==> src/rtl/rr_mux_2x1.sv <==
// -----------------------------------------------------------------------------
// rr_mux_2x1
//
// Two-channel round-robin stream merger. Arbitrates between two valid/ready
// producers, registers the granted word into a single output stage and drives
// the 2x1 mux select S for the word currently held in that stage.
//
// Parameters:
//   DW         data width of both inputs and the output
//
// Ports:
//   clk        rising-edge clock
//   rst        synchronous, active-high reset
//   in0_data   channel 0 word
//   in0_valid  channel 0 offers a word
//   in0_ready  channel 0 word is taken this cycle
//   in1_data   channel 1 word
//   in1_valid  channel 1 offers a word
//   in1_ready  channel 1 word is taken this cycle
//   out_data   registered merged word
//   out_valid  out_data holds a word
//   out_ready  consumer takes the word this cycle
//   S          select (0 = in0, 1 = in1) of the word in out_data
// -----------------------------------------------------------------------------
module rr_mux_2x1 #(
   parameter int DW = 8
) (
   input  logic          clk,
   input  logic          rst,
   input  logic [DW-1:0] in0_data,
   input  logic          in0_valid,
   output logic          in0_ready,
   input  logic [DW-1:0] in1_data,
   input  logic          in1_valid,
   output logic          in1_ready,
   output logic [DW-1:0] out_data,
   output logic          out_valid,
   input  logic          out_ready,
   output logic          S
);

   logic [DW-1:0] out_data_q, out_data_d;
   logic          out_valid_q, out_valid_d;
   logic          s_q, s_d;
   logic          last_q, last_d;

   logic          free;
   logic          gnt_vld;
   logic          gnt_sel;

   // Arbitration: slot free test and round-robin grant
   always_comb begin
      free    = !out_valid_q || out_ready;
      gnt_vld = in0_valid || in1_valid;
      // On contention the channel not granted last time wins; otherwise the
      // only requester wins (in1_valid alone selects channel 1).
      if (in0_valid && in1_valid) begin
         gnt_sel = !last_q;
      end else begin
         gnt_sel = in1_valid;
      end
   end

   // A ready implies the matching valid: gnt_sel only points at a channel
   // that is requesting whenever gnt_vld is set. Reset suppresses both.
   always_comb begin
      in0_ready = !rst && free && gnt_vld && !gnt_sel;
      in1_ready = !rst && free && gnt_vld &&  gnt_sel;
   end

   // Next state of the output stage and the priority pointer
   always_comb begin
      out_data_d  = out_data_q;
      out_valid_d = out_valid_q;
      s_d         = s_q;
      last_d      = last_q;
      if (free) begin
         if (gnt_vld) begin
            out_data_d  = gnt_sel ? in1_data : in0_data;
            out_valid_d = 1'b1;
            s_d         = gnt_sel;
            last_d      = gnt_sel;
         end else begin
            // Slot drained with nothing to refill: data and select hold.
            out_valid_d = 1'b0;
         end
      end
   end

   // Output register stage; last resets to 1 so channel 0 wins first
   always_ff @(posedge clk) begin
      if (rst) begin
         out_data_q  <= '0;
         out_valid_q <= 1'b0;
         s_q         <= 1'b0;
         last_q      <= 1'b1;
      end else begin
         out_data_q  <= out_data_d;
         out_valid_q <= out_valid_d;
         s_q         <= s_d;
         last_q      <= last_d;
      end
   end

   assign out_data  = out_data_q;
   assign out_valid = out_valid_q;
   assign S         = s_q;

endmodule

==> config.mk <==
export PLATFORM = sky130hd
export DESIGN_NAME = rr_mux_2x1
export DESIGN_NICKNAME = d
export VERILOG_FILES = /design/src/rtl/rr_mux_2x1.sv
export SDC_FILE = /design/constraint.sdc
export NUM_CORES = 1
export LEC_CHECK = 0
export CORE_MARGIN = 2
export CORE_UTILIZATION = 36
export CTS_CLUSTER_SIZE = 25
export DETAILED_ROUTE_END_ITERATION = 6
export PLACE_DENSITY = 0.87
export SYNTH_ARGS = -nofsm -noshare
export SYNTH_HDL_FRONTEND = slang
export SYNTH_SLANG_ARGS = --single-unit
==> constraint.sdc <==
create_clock -name clk -period 1.5 [get_ports clk]
set_input_delay 0.3 -clock clk [delete_from_list [all_inputs] [get_ports clk]]
set_output_delay 0.3 -clock clk [all_outputs]
set_load 0.03 [all_outputs]
* Yosys cells after proc, flatten, opt, wreduce, memory -nomap -nowiden
Cells that the tools add are included.
Word-level totals: word-level logic and storage cells 19, output and inout port bits 12, input port bits 21, bits in registers 11
Cells by class: reductions and logical operators 12, multiplexer cells 3
Operator list (number):
- 8-bit two-way mux | 1
- 1-bit logical AND | 5
- 1-bit logical NOT | 4
- 1-bit logical OR | 2
- 1-bit two-way mux | 2
- 2-bit AND reduction | 1

* Longest topological paths before layout
Gate-level depths: netlist (run 1).
depth after elaboration 5, mapped depth 5, gate-level depth less buffers 3

* Worst setup path before layout (run 1)
OpenSTA, ideal clock, no wires.
path type register -> output, start point register out_valid_q (netlist: out_valid), end point output port in1_ready, required time 1.200 ns, arrival 1.365 ns, slack -0.165 ns, cell stages (with the launch flop) 5, buffers on the path 1, cells stage by stage dfxtp_1 -> nand2b_1 -> clkbuf_1 -> nand2_1 -> nor2_1
On the way: longest elaborated chain between the ends 5
RTL lines:
- start, declared | RTL line 43 | logic out_valid_q, out_valid_d;
- start signal, assigned | RTL line 99 | out_valid_q <= out_valid_d;
- 1-bit logical NOT | RTL line 53 | free = !out_valid_q || out_ready;
- 1-bit logical OR | RTL line 53
- 1-bit logical AND (3 in series) | RTL line 68 | in1_ready = !rst && free && gnt_vld && gnt_sel;
- end, declared | RTL line 35 | output logic in1_ready,
No other way between the ends.

* Worst setup path after layout (run 1)
start point register last_q, end point output port in0_ready
On the way: longest elaborated chain between the ends 4
RTL lines:
- start, declared | RTL line 45 | logic last_q, last_d;
- start signal, assigned | RTL line 101 | last_q <= last_d;
- 1-bit logical NOT | RTL line 58 | gnt_sel = !last_q;
- 1-bit two-way mux | RTL line 57 | if (in0_valid && in1_valid) begin
- 1-bit logical NOT | RTL line 67 | in0_ready = !rst && free && gnt_vld && !gnt_sel;
- 1-bit logical AND | RTL line 67
- end, declared | RTL line 32 | output logic in0_ready,
No other way between the ends.

==> reports/metrics.cfg, run 1 <==
[critical_path]
r2r_slack_ns=0.29
r2r-start=last_q
arrival_ns=1.18
crit_required_ns=1.20
critPathKind=flop to output pin
rr_worst_depth=5
r2r_end=out_data[5]
end_kind=output pin
crit_path_start_kind=flop
crit_top_cell=buf_6
path_delay_family=flip-flops
max_stage_delay_ns=0.37
critPathMaxFanout=3
cp_num_cells=4
path_buf_inv=2
path_cells=a21boi_4 > buf_6 > nor3b_4 > buf_6
cp_slowest_cell=dfxtp_4

[clocking]
insertion_delay_ns=0.27
cts.path.max_buffers=2
cts_root_buffer=clkbuf_4
cts_tree=yes
cts_sinks=11
holdBufCountCts=0
cts_max_level=1
cts-buffers-inserted=3
clkTransAtPathRegs_ns=0.07

[synth]
syn_inst=63
synth.cell_area_sq_um=579
yosysSeqAreaShare=0.380
synth_nets=84
synth_seq_cells=11
synth.avg_cell_area_sq_um=9.20
yosysUniqueCellTypes=17
yosysWarnings=0

[timing]
fin_crit_ns=1.48
clock.fmax_mhz=676
worst_pin_slew_ns=0.317
tns_ns=0
maxSlewViolCount=0
finClkSkew_ns=0.000478
setup_viol=0
final-hold-violation-count=0
rsz0062_at_grt=yes
fin_crit_sh=0.986
slew_headroom=0.790

[power_and_ir_drop]
static-leakage-power_nw=0.450
powerDensity_nw_per_um2=822
ir_worst_vdd_v=0.000373

[global_route]
grt_max_degree=10
grt_pass1_wl_microns=2790
antenna_found_initial=0
grt_overflow_total=0
track_usage=0.198
grt_pass1_vias=636

[floorplan]
core_sq_um=1510
initial_utilization=0.385
top_level_ports=33
fp.dieW_microns=44.1
core.rowCount=14
die_h_microns=44.1
dieArea_sq_um=1950

[min_path]
whs_path_depth=4
hold-path-endpoint=out_valid
hp-class=input pin to flop
holdCritStartpoint=in1_valid

[cells_and_area]
design_area_sq_um=1020
syn_to_final_growth_pct=75.6
drive_gt1_frac=0.330
fillers=127
fin_nets=128
diodes=0

[drt]
routed_wl_microns=1690
dr_total_vias=641
vias_per_cell=5.25
drt-initial-drc-count=4
wire_per_inst_microns=13.8
drtAntennaViolNets=0
drc=0
first_pass_iters=6

[placement]
dpl.hpwl_microns=1220
port_buffers=32
gp_congestion=0.803
dpl_cell_area_sq_um=963

[job]
cap_violations=0

[outcome]
status=finished clean

==> registers in the layout (all words and copies together) (netlist names) <==
register   cells
out_data       8
last_q         1
S              1
out_valid      1
==> placed cells by master, fill, tap and decap left out <==
master and n:
inv_1 1, dfxtp_1 9, or2_1 1, buf_6 3, nor2_4 1, nand2b_4 1
a21boi_4 1, dfxtp_2 1, a311oi_2 8, nor2_1 1, dlygate4sd2_1 12, a21oi_1 11
dfxtp_4 1, nor3b_4 1, a21bo_1 1, nand2_1 17, buf_2 2, buf_4 11
and2_4 1, a21bo_2 1, clkbuf_1 1, a311o_1 1, clkbuf_4 3, clkdlybuf4s50_1 16
==> synth_stat cells <==
cell type / n / share of area
buf_6: 2 / 0.039
buf_1: 2 / 0.013
a311o_1: 1 / 0.017
a21oi_1: 11 / 0.095
a21boi_2: 1 / 0.019
a21bo_2: 1 / 0.017
a311oi_2: 8 / 0.21
nand2b_1: 1 / 0.011
nor2_1: 2 / 0.013
nand2_1: 17 / 0.11
nor3b_2: 1 / 0.022
dfxtp_1: 11 / 0.38
clkbuf_1: 1 / 0.0065
and2_4: 1 / 0.015
or2_1: 1 / 0.011
a21bo_1: 1 / 0.017
inv_1: 1 / 0.0065
==> worst register-to-register path: cells and delay by family (launching register included) <==
family          cells  cell delay (ns)
compound gates      2             0.42
simple gates        1             0.08
buf+inv             2             0.26
flops               1             0.36
==> final cells by class <==
type | count | area, sq um | share of cell area
Timing Repair Buffer | 44 | 392 | 0.385
Multi-Input combinational cell | 46 | 350 | 0.344
Sequential cell | 11 | 225 | 0.221
Clock buffer | 4 | 26.3 | 0.0258
Tap cell | 16 | 20.0 | 0.0197
Inverter | 1 | 3.75 | 0.00369
==> per-stage QoR <==
stage,power [mW],worst slack (ns),util,hold WS [ns],cells
6_report,0.836,0.0212,0.675,0.418,122
5_1_grt,0.878,-0.0100,0.675,0.445,122
4_1_cts,0.843,0.0148,0.675,0.443,122
3_5_place_dp,0.642,-0.280,0.640,0.543,115
3_3_place_gp,0.637,-0.252,0.640,0.537,115
2_1_floorplan,0.505,0.0539,-,0.368,63
==> kinds of logic (layout without fill, tap and decap cells) <==
kind of cell	count (synthesis)	in the layout	share of synthesized area
AO/OA/AOI/OAI	23	23	0.374
flip-flops	11	11	0.380
buffers and inverters	6	49	0.0648
AND/OR/NAND/NOR	23	23	0.181
==> metal layers <==
metal  global-route usage  routed length (microns)
met1                0.226                      706
met3               0.0367                      115
met4                0.109                       33
met5                    0                        0
met2                0.344                      833
==> where the power goes <==
group	internal (mW)	total [mW]	switching, mW
sequential	0.319	0.334	0.0151
clock	0.103	0.205	0.102
combinational	0.144	0.297	0.153
==> worst max-delay path by stage <==
stage | slack [ns] | from | end
after floorplan | 0.05 | out_valid | in0_ready
after global placement | -0.25 | in0_valid | in0_ready
after detailed placement | -0.28 | in1_valid | in1_ready
after CTS | 0.01 | last_q | in0_ready
after global routing | -0.01 | last_q | in0_ready
final | 0.02 | last_q | in0_ready
==> repair_timing <==
action | CTS | global route
buffers inserted | 3 | 0
pin swaps | 2 | 4
gates resized for setup | 24 | 3
setup endpoints to repair | 12 | 1
Note: power is estimated with default switching activity, not from simulation.
==> run 2: changes to the inputs <==
--- a/config.mk
+++ b/config.mk
@@ -9,7 +9,7 @@
 export CORE_UTILIZATION = 36
 export CTS_CLUSTER_SIZE = 25
 export DETAILED_ROUTE_END_ITERATION = 6
-export PLACE_DENSITY = 0.87
+export PLACE_DENSITY = 0.85
 export SYNTH_ARGS = -nofsm -noshare
 export SYNTH_HDL_FRONTEND = slang
 export SYNTH_SLANG_ARGS = --single-unit
==> run 2 against run 1 <==
  * Hold slack improved by 0.0026 ns
  * Clock skew about the same
  * Worst setup slack gained 0.043 ns
  * Maximum frequency increased by 3.0%
  * Sequential share of layout area decreased by 1.0 points
  * Sequential power about the same
  * Critical path type unchanged
==> reports/metrics.cfg, run 2 (same netlist as run 1, synthesis figures left out) <==
[power_and_ir_drop]
powerDensity_nw_per_um2=798  ; was 822 nW/um^2
static-leakage-power_nw=0.476  ; was 0.450 nW
ir_worst_vdd_v=0.000432  ; was 0.000373 V
p_total_mw=0.843  ; was 0.836 mW

[cells_and_area]
fillers=105  ; was 127
layout.cells.non_filler=128  ; was 122
fin_nets=134  ; was 128
fin_util=0.701  ; was 0.675
diodes=0  ; unchanged
layout_commonest_cell=buf_4  ; was nand2_1
drive_gt1_frac=0.366  ; was 0.330
largest_reg_flops=8  ; unchanged
final_cell_mix=18 x buf_4, 17 x nand2_1, 16 x clkdlybuf4s50_1, 12 x dlygate4sd2_1, 11 x a21oi_1  ; was 17 x nand2_1, 16 x clkdlybuf4s50_1, 12 x dlygate4sd2_1, 11 x a21oi_1, 11 x buf_4
syn_to_final_growth_pct=82.3  ; was 75.6%

[placement]
dpl.hpwl_microns=1240  ; was 1220 microns
gp_congestion=0.857  ; was 0.803
placedCellCount=120  ; was 115
port_buffers=32  ; unchanged

[global_route]
track_usage=0.173  ; was 0.198
grt_pass1_vias=597  ; was 636
grt_max_degree=10  ; unchanged
grt_pass1_wl_microns=2490  ; was 2790 microns
antenna_found_initial=0  ; unchanged
grt_overflow_total=0  ; unchanged

[drt]
first_pass_iters=4  ; was 6
drtAntennaViolNets=0  ; unchanged
dr_total_vias=653  ; was 641
drt-initial-drc-count=7  ; was 4
drc=0  ; unchanged
routed_wl_microns=1650  ; was 1690 microns
vias_per_cell=5.10  ; was 5.25
wire_per_inst_microns=12.9  ; was 13.8 microns

[critical_path]
critPathKind=flop to output pin  ; unchanged
crit_path_start_kind=flop  ; unchanged
crit_required_ns=1.20  ; about the same
arrival_ns=1.14  ; was 1.18 ns
end_kind=output pin  ; unchanged
critPathMaxFanout=3  ; unchanged

[clocking]
cts.path.max_buffers=2  ; unchanged
cts-buffers-inserted=3  ; unchanged
clkTransAtPathRegs_ns=0.07  ; about the same
holdBufCountCts=0  ; unchanged
insertion_delay_ns=0.26  ; was 0.27 ns
cts_sinks=11  ; unchanged
cts_root_buffer=clkbuf_4  ; unchanged
cts_tree=yes  ; unchanged
cts_max_level=1  ; unchanged

[floorplan]
die_h_microns=44.1  ; unchanged
fp.dieW_microns=44.1  ; unchanged
initial_utilization=0.385  ; unchanged
core.rowCount=14  ; unchanged
core_sq_um=1510  ; unchanged
dieArea_sq_um=1950  ; unchanged
top_level_ports=33  ; unchanged

[timing]
final-hold-violation-count=0  ; unchanged
fin_crit_sh=0.957  ; was 0.986
rsz0062_at_grt=no  ; was yes
slew_headroom=0.781  ; was 0.790
fin_crit_ns=1.44  ; was 1.48 ns
finClkSkew_ns=0.000898  ; was 0.000478 ns
setup_viol=0  ; unchanged
worst_pin_slew_ns=0.330  ; was 0.317 ns
clock.fmax_mhz=696  ; was 676 MHz
maxSlewViolCount=0  ; unchanged

[outcome]
status=finished clean  ; unchanged

[min_path]
hp-class=input pin to flop  ; unchanged

[job]
cap_violations=0  ; unchanged

## run 2: cell types whose count changed in the layout (fill, tap and decap cells not counted), sizes merged
cell and change:
buf +5, clkbuf +1
## run 2: area by class of cell
type | instances | area (sq um) | area share
Clock buffer | 4 | 26.3 | 0.0249
Inverter | 1 | 3.75 | 0.00355
Multi-Input combinational cell | 46 | 350 | 0.332
Sequential cell | 11 | 223 | 0.211
Tap cell | 16 | 20.0 | 0.0190
Timing Repair Buffer | 50 | 433 | 0.410
## run 2: power by group
part / total, mW / internal, mW / switching (mW)
Clock: 0.197 / 0.103 / 0.0942
Combinational: 0.312 / 0.156 / 0.156
Sequential: 0.334 / 0.320 / 0.0138
Total: 0.843 / 0.579 / 0.264
## run 2: metal layers
layer / track usage / wire, microns / vias to the layer above
li1: - / - / 326
met1: 0.190 / 695 / 307
met2: 0.315 / 842 / 20
met3: 0.0531 / 113 / 0
met4: 0.0545 / 0 / 0
met5: 0 / 0 / -
## run 2: path summary, 6_finish.rpt
path	slack [ns]	startpoint	cells past startpoint	end
setup / recovery	0.06	last_q	4	in0_ready
hold / removal	0.42	in1_valid	3	last_q
setup reg to reg	0.35	out_valid	4	last_q
hold reg to reg	0.55	out_data[4]	2	out_data[4]
## run 2: critical path: stages (launching register included)
cell and delay [ns]:
dfxtp_2 0.35, a21boi_4 0.06, buf_4 0.15, nor3b_4 0.17
buf_6 0.15
## run 2: repair_timing
action	CTS	global route
pin swaps	2	1
gates resized for setup	23	1
setup endpoints to repair	12	1
hold endpoints to repair	0	0
setup buffers	2	2
## run 2: through the flow
step	TNS (ns)	hold slack [ns]	setup slack, ns	cell area, sq um
global placement	-1.31	0.538	-0.236	1000
detailed placement	-1.54	0.548	-0.243	1000
global route	0	0.419	0.00665	1060
CTS	0	0.451	0.0271	1050
floorplan	0	0.368	0.0539	594
finish	0	0.420	0.0642	1060
==> run 3: changes to the inputs <==
==> config.mk (replaced) <==
export PLATFORM = sky130hd
export DESIGN_NAME = rr_mux_2x1
export DESIGN_NICKNAME = d
export VERILOG_FILES = /design/src/rtl/rr_mux_2x1.sv
export SDC_FILE = /design/constraint.sdc
export NUM_CORES = 1
export LEC_CHECK = 0
export CORE_UTILIZATION = 36
export DETAILED_ROUTE_END_ITERATION = 6
export PLACE_DENSITY_LB_ADDON = 0.2
export SYNTH_ARGS = -nofsm -noshare
export SYNTH_HDL_FRONTEND = slang
export SYNTH_SLANG_ARGS = --single-unit
==> run 3 against run 2 <==
  * Via count is 9.0% lower
  * Clock power is 2% higher
  * Critical endpoint is now in1_ready
  * Largest power group unchanged
  * Utilization is 3.8 points lower
  * First-iteration DRC count is 100% lower
  * Hold slack worse by 0.087 ns
  * Critical path depth stayed put
  * Sequential share of layout area is 1.2 points higher
==> reports/metrics.cfg, run 3 (same netlist as run 1, synthesis figures left out) <==
[critical_path]
critPathKind=flop to output pin  ; unchanged
crit_path_start_kind=flop  ; unchanged
path_delay_family=flip-flops  ; unchanged
end_kind=output pin  ; unchanged
path_cells=a21boi_4 > nand2_2 > nor2_4 > buf_6  ; was a21boi_4 > buf_4 > nor3b_4 > buf_6
arrival_ns=1.14  ; about the same
cp_slowest_cell=dfxtp_2  ; unchanged
path_buf_inv=1  ; was 2
max_stage_delay_ns=0.34  ; was 0.35 ns
crit_required_ns=1.20  ; about the same
r2r_slack_ns=0.35  ; about the same
critPathMaxFanout=3  ; unchanged

[global_route]
grt_pass1_vias=544  ; was 597
grt_pass1_wl_microns=2400  ; was 2490 microns
grtUsageMet3=0.0862  ; was 0.0531
antenna_found_initial=0  ; unchanged
globalRouteMet1Util=0.229  ; was 0.190
grt_max_degree=10  ; unchanged
top_usage_layer=met2  ; unchanged
track_usage=0.182  ; was 0.173
grt_overflow_total=0  ; unchanged
met2_usage=0.284  ; was 0.315

[cells_and_area]
layout.cells.non_filler=120  ; was 128
final_cell_mix=16 x nand2_1, 16 x clkdlybuf4s50_1, 12 x dlygate4sd2_1, 11 x a21oi_1, 10 x buf_4  ; was 18 x buf_4, 17 x nand2_1, 16 x clkdlybuf4s50_1, 12 x dlygate4sd2_1, 11 x a21oi_1
syn_to_final_growth_pct=72.4  ; was 82.3%
diodes=0  ; unchanged
fin_util=0.663  ; was 0.701
drive_gt1_frac=0.327  ; was 0.366
design_area_sq_um=998  ; was 1060 sq um
fin_nets=126  ; was 134
largest_reg_flops=8  ; unchanged
fillers=130  ; was 105

[drt]
routed_wl_microns=1340  ; was 1650 microns
dr_total_vias=594  ; was 653
drt-initial-drc-count=0  ; was 7
drc=0  ; unchanged
drtAntennaViolNets=0  ; unchanged
first_pass_iters=1  ; was 4
wire_per_inst_microns=11.2  ; was 12.9 microns
vias_per_cell=4.95  ; was 5.10

[timing]
worst_pin_slew_ns=0.314  ; was 0.330 ns
maxSlewViolCount=0  ; unchanged
rsz0062_at_grt=yes  ; was no
fin_crit_ns=1.44  ; about the same
final-hold-violation-count=0  ; unchanged
fin_crit_sh=0.959  ; was 0.957
setup_slack_ns=0.0616  ; was 0.0642 ns
setup_viol=0  ; unchanged
finClkSkew_ns=0.00765  ; was 0.000898 ns
clock.fmax_mhz=695  ; was 696 MHz
slew_headroom=0.791  ; was 0.781

[placement]
dpl_cell_area_sq_um=956  ; was 1000 sq um
placedCellCount=114  ; was 120
dpl.hpwl_microns=1020  ; was 1240 microns
gp_congestion=0.700  ; was 0.857
place_ws_ns=-0.287  ; was -0.243 ns
port_buffers=32  ; unchanged

[job]
cap_violations=0  ; unchanged

[floorplan]
top_level_ports=33  ; unchanged
core_sq_um=1510  ; unchanged
die_h_microns=42.1  ; was 44.1 microns
core.rowCount=14  ; unchanged
dieArea_sq_um=1770  ; was 1950 sq um
initial_utilization=0.385  ; unchanged
fp.dieW_microns=42.1  ; was 44.1 microns

[clocking]
insertion_delay_ns=0.27  ; was 0.26 ns
cts.path.max_buffers=2  ; unchanged
cts-buffers-inserted=3  ; unchanged
holdBufCountCts=0  ; unchanged
cts_tree=yes  ; unchanged
clkTransAtPathRegs_ns=0.07  ; about the same
cts_max_level=1  ; unchanged
cts_sinks=11  ; unchanged
cts_root_buffer=clkbuf_4  ; unchanged

[power_and_ir_drop]
static-leakage-power_nw=0.439  ; was 0.476 nW
powerDensity_nw_per_um2=824  ; was 798 nW/um^2
ir_worst_vdd_v=0.000665  ; was 0.000432 V
p_total_mw=0.822  ; was 0.843 mW

[outcome]
status=finished clean  ; unchanged

[min_path]
hp-class=input pin to flop  ; unchanged

==> run 3: metrics by stage <==
step	hold WS [ns]	TNS [ns]
after floorplan	0.368	0
after global placement	0.539	-2.17
after detailed placement	0.542	-2.36
after CTS	0.349	0
after global routing	0.357	-0.0207
final	0.333	0
==> run 3: routing by layer <==
layer,vias up,share of wire
met5,-,0
met4,0,0
met3,0,0.068
met2,22,0.53
met1,262,0.40
li1,310,-
==> run 3: what timing repair did <==
item,4_1_cts,5_1_grt
pin swaps,2,2
setup endpoints to repair,12,2
gates cloned,0,0
resized for setup,21,4
buffers inserted,0,2
==> run 3: cell type report <==
cell class / instances / area, sq um / share of cell area
inverters: 1 / 3.75 / 0.00376
flip-flops and latches: 11 / 223 / 0.223
repair buffers: 42 / 373 / 0.373
multi-input cells: 46 / 353 / 0.353
well taps: 16 / 20.0 / 0.0201
clock buffers: 4 / 26.3 / 0.0263
==> run 3: worst paths after layout <==
kind	from	to	depth (start not counted)
worst max-delay path	last_q	in1_ready	4
worst min-delay path	in1_valid	out_valid	3
worst max register to register	last_q	out_data[1]	4
worst min register to register	out_data[4]	out_data[4]	2
==> run 3: where the power goes <==
group / switching (mW) / internal, mW / leakage [nW]
combinational: 0.147 / 0.139 / 0.333
sequential: 0.0146 / 0.320 / 0.0914
clock: 0.0986 / 0.103 / 0.0150
==> run 3: worst min-delay path: stages <==
cell and delay, ns:
clkbuf_2 0.11, nor2_1 0.05, a21oi_1 0.10
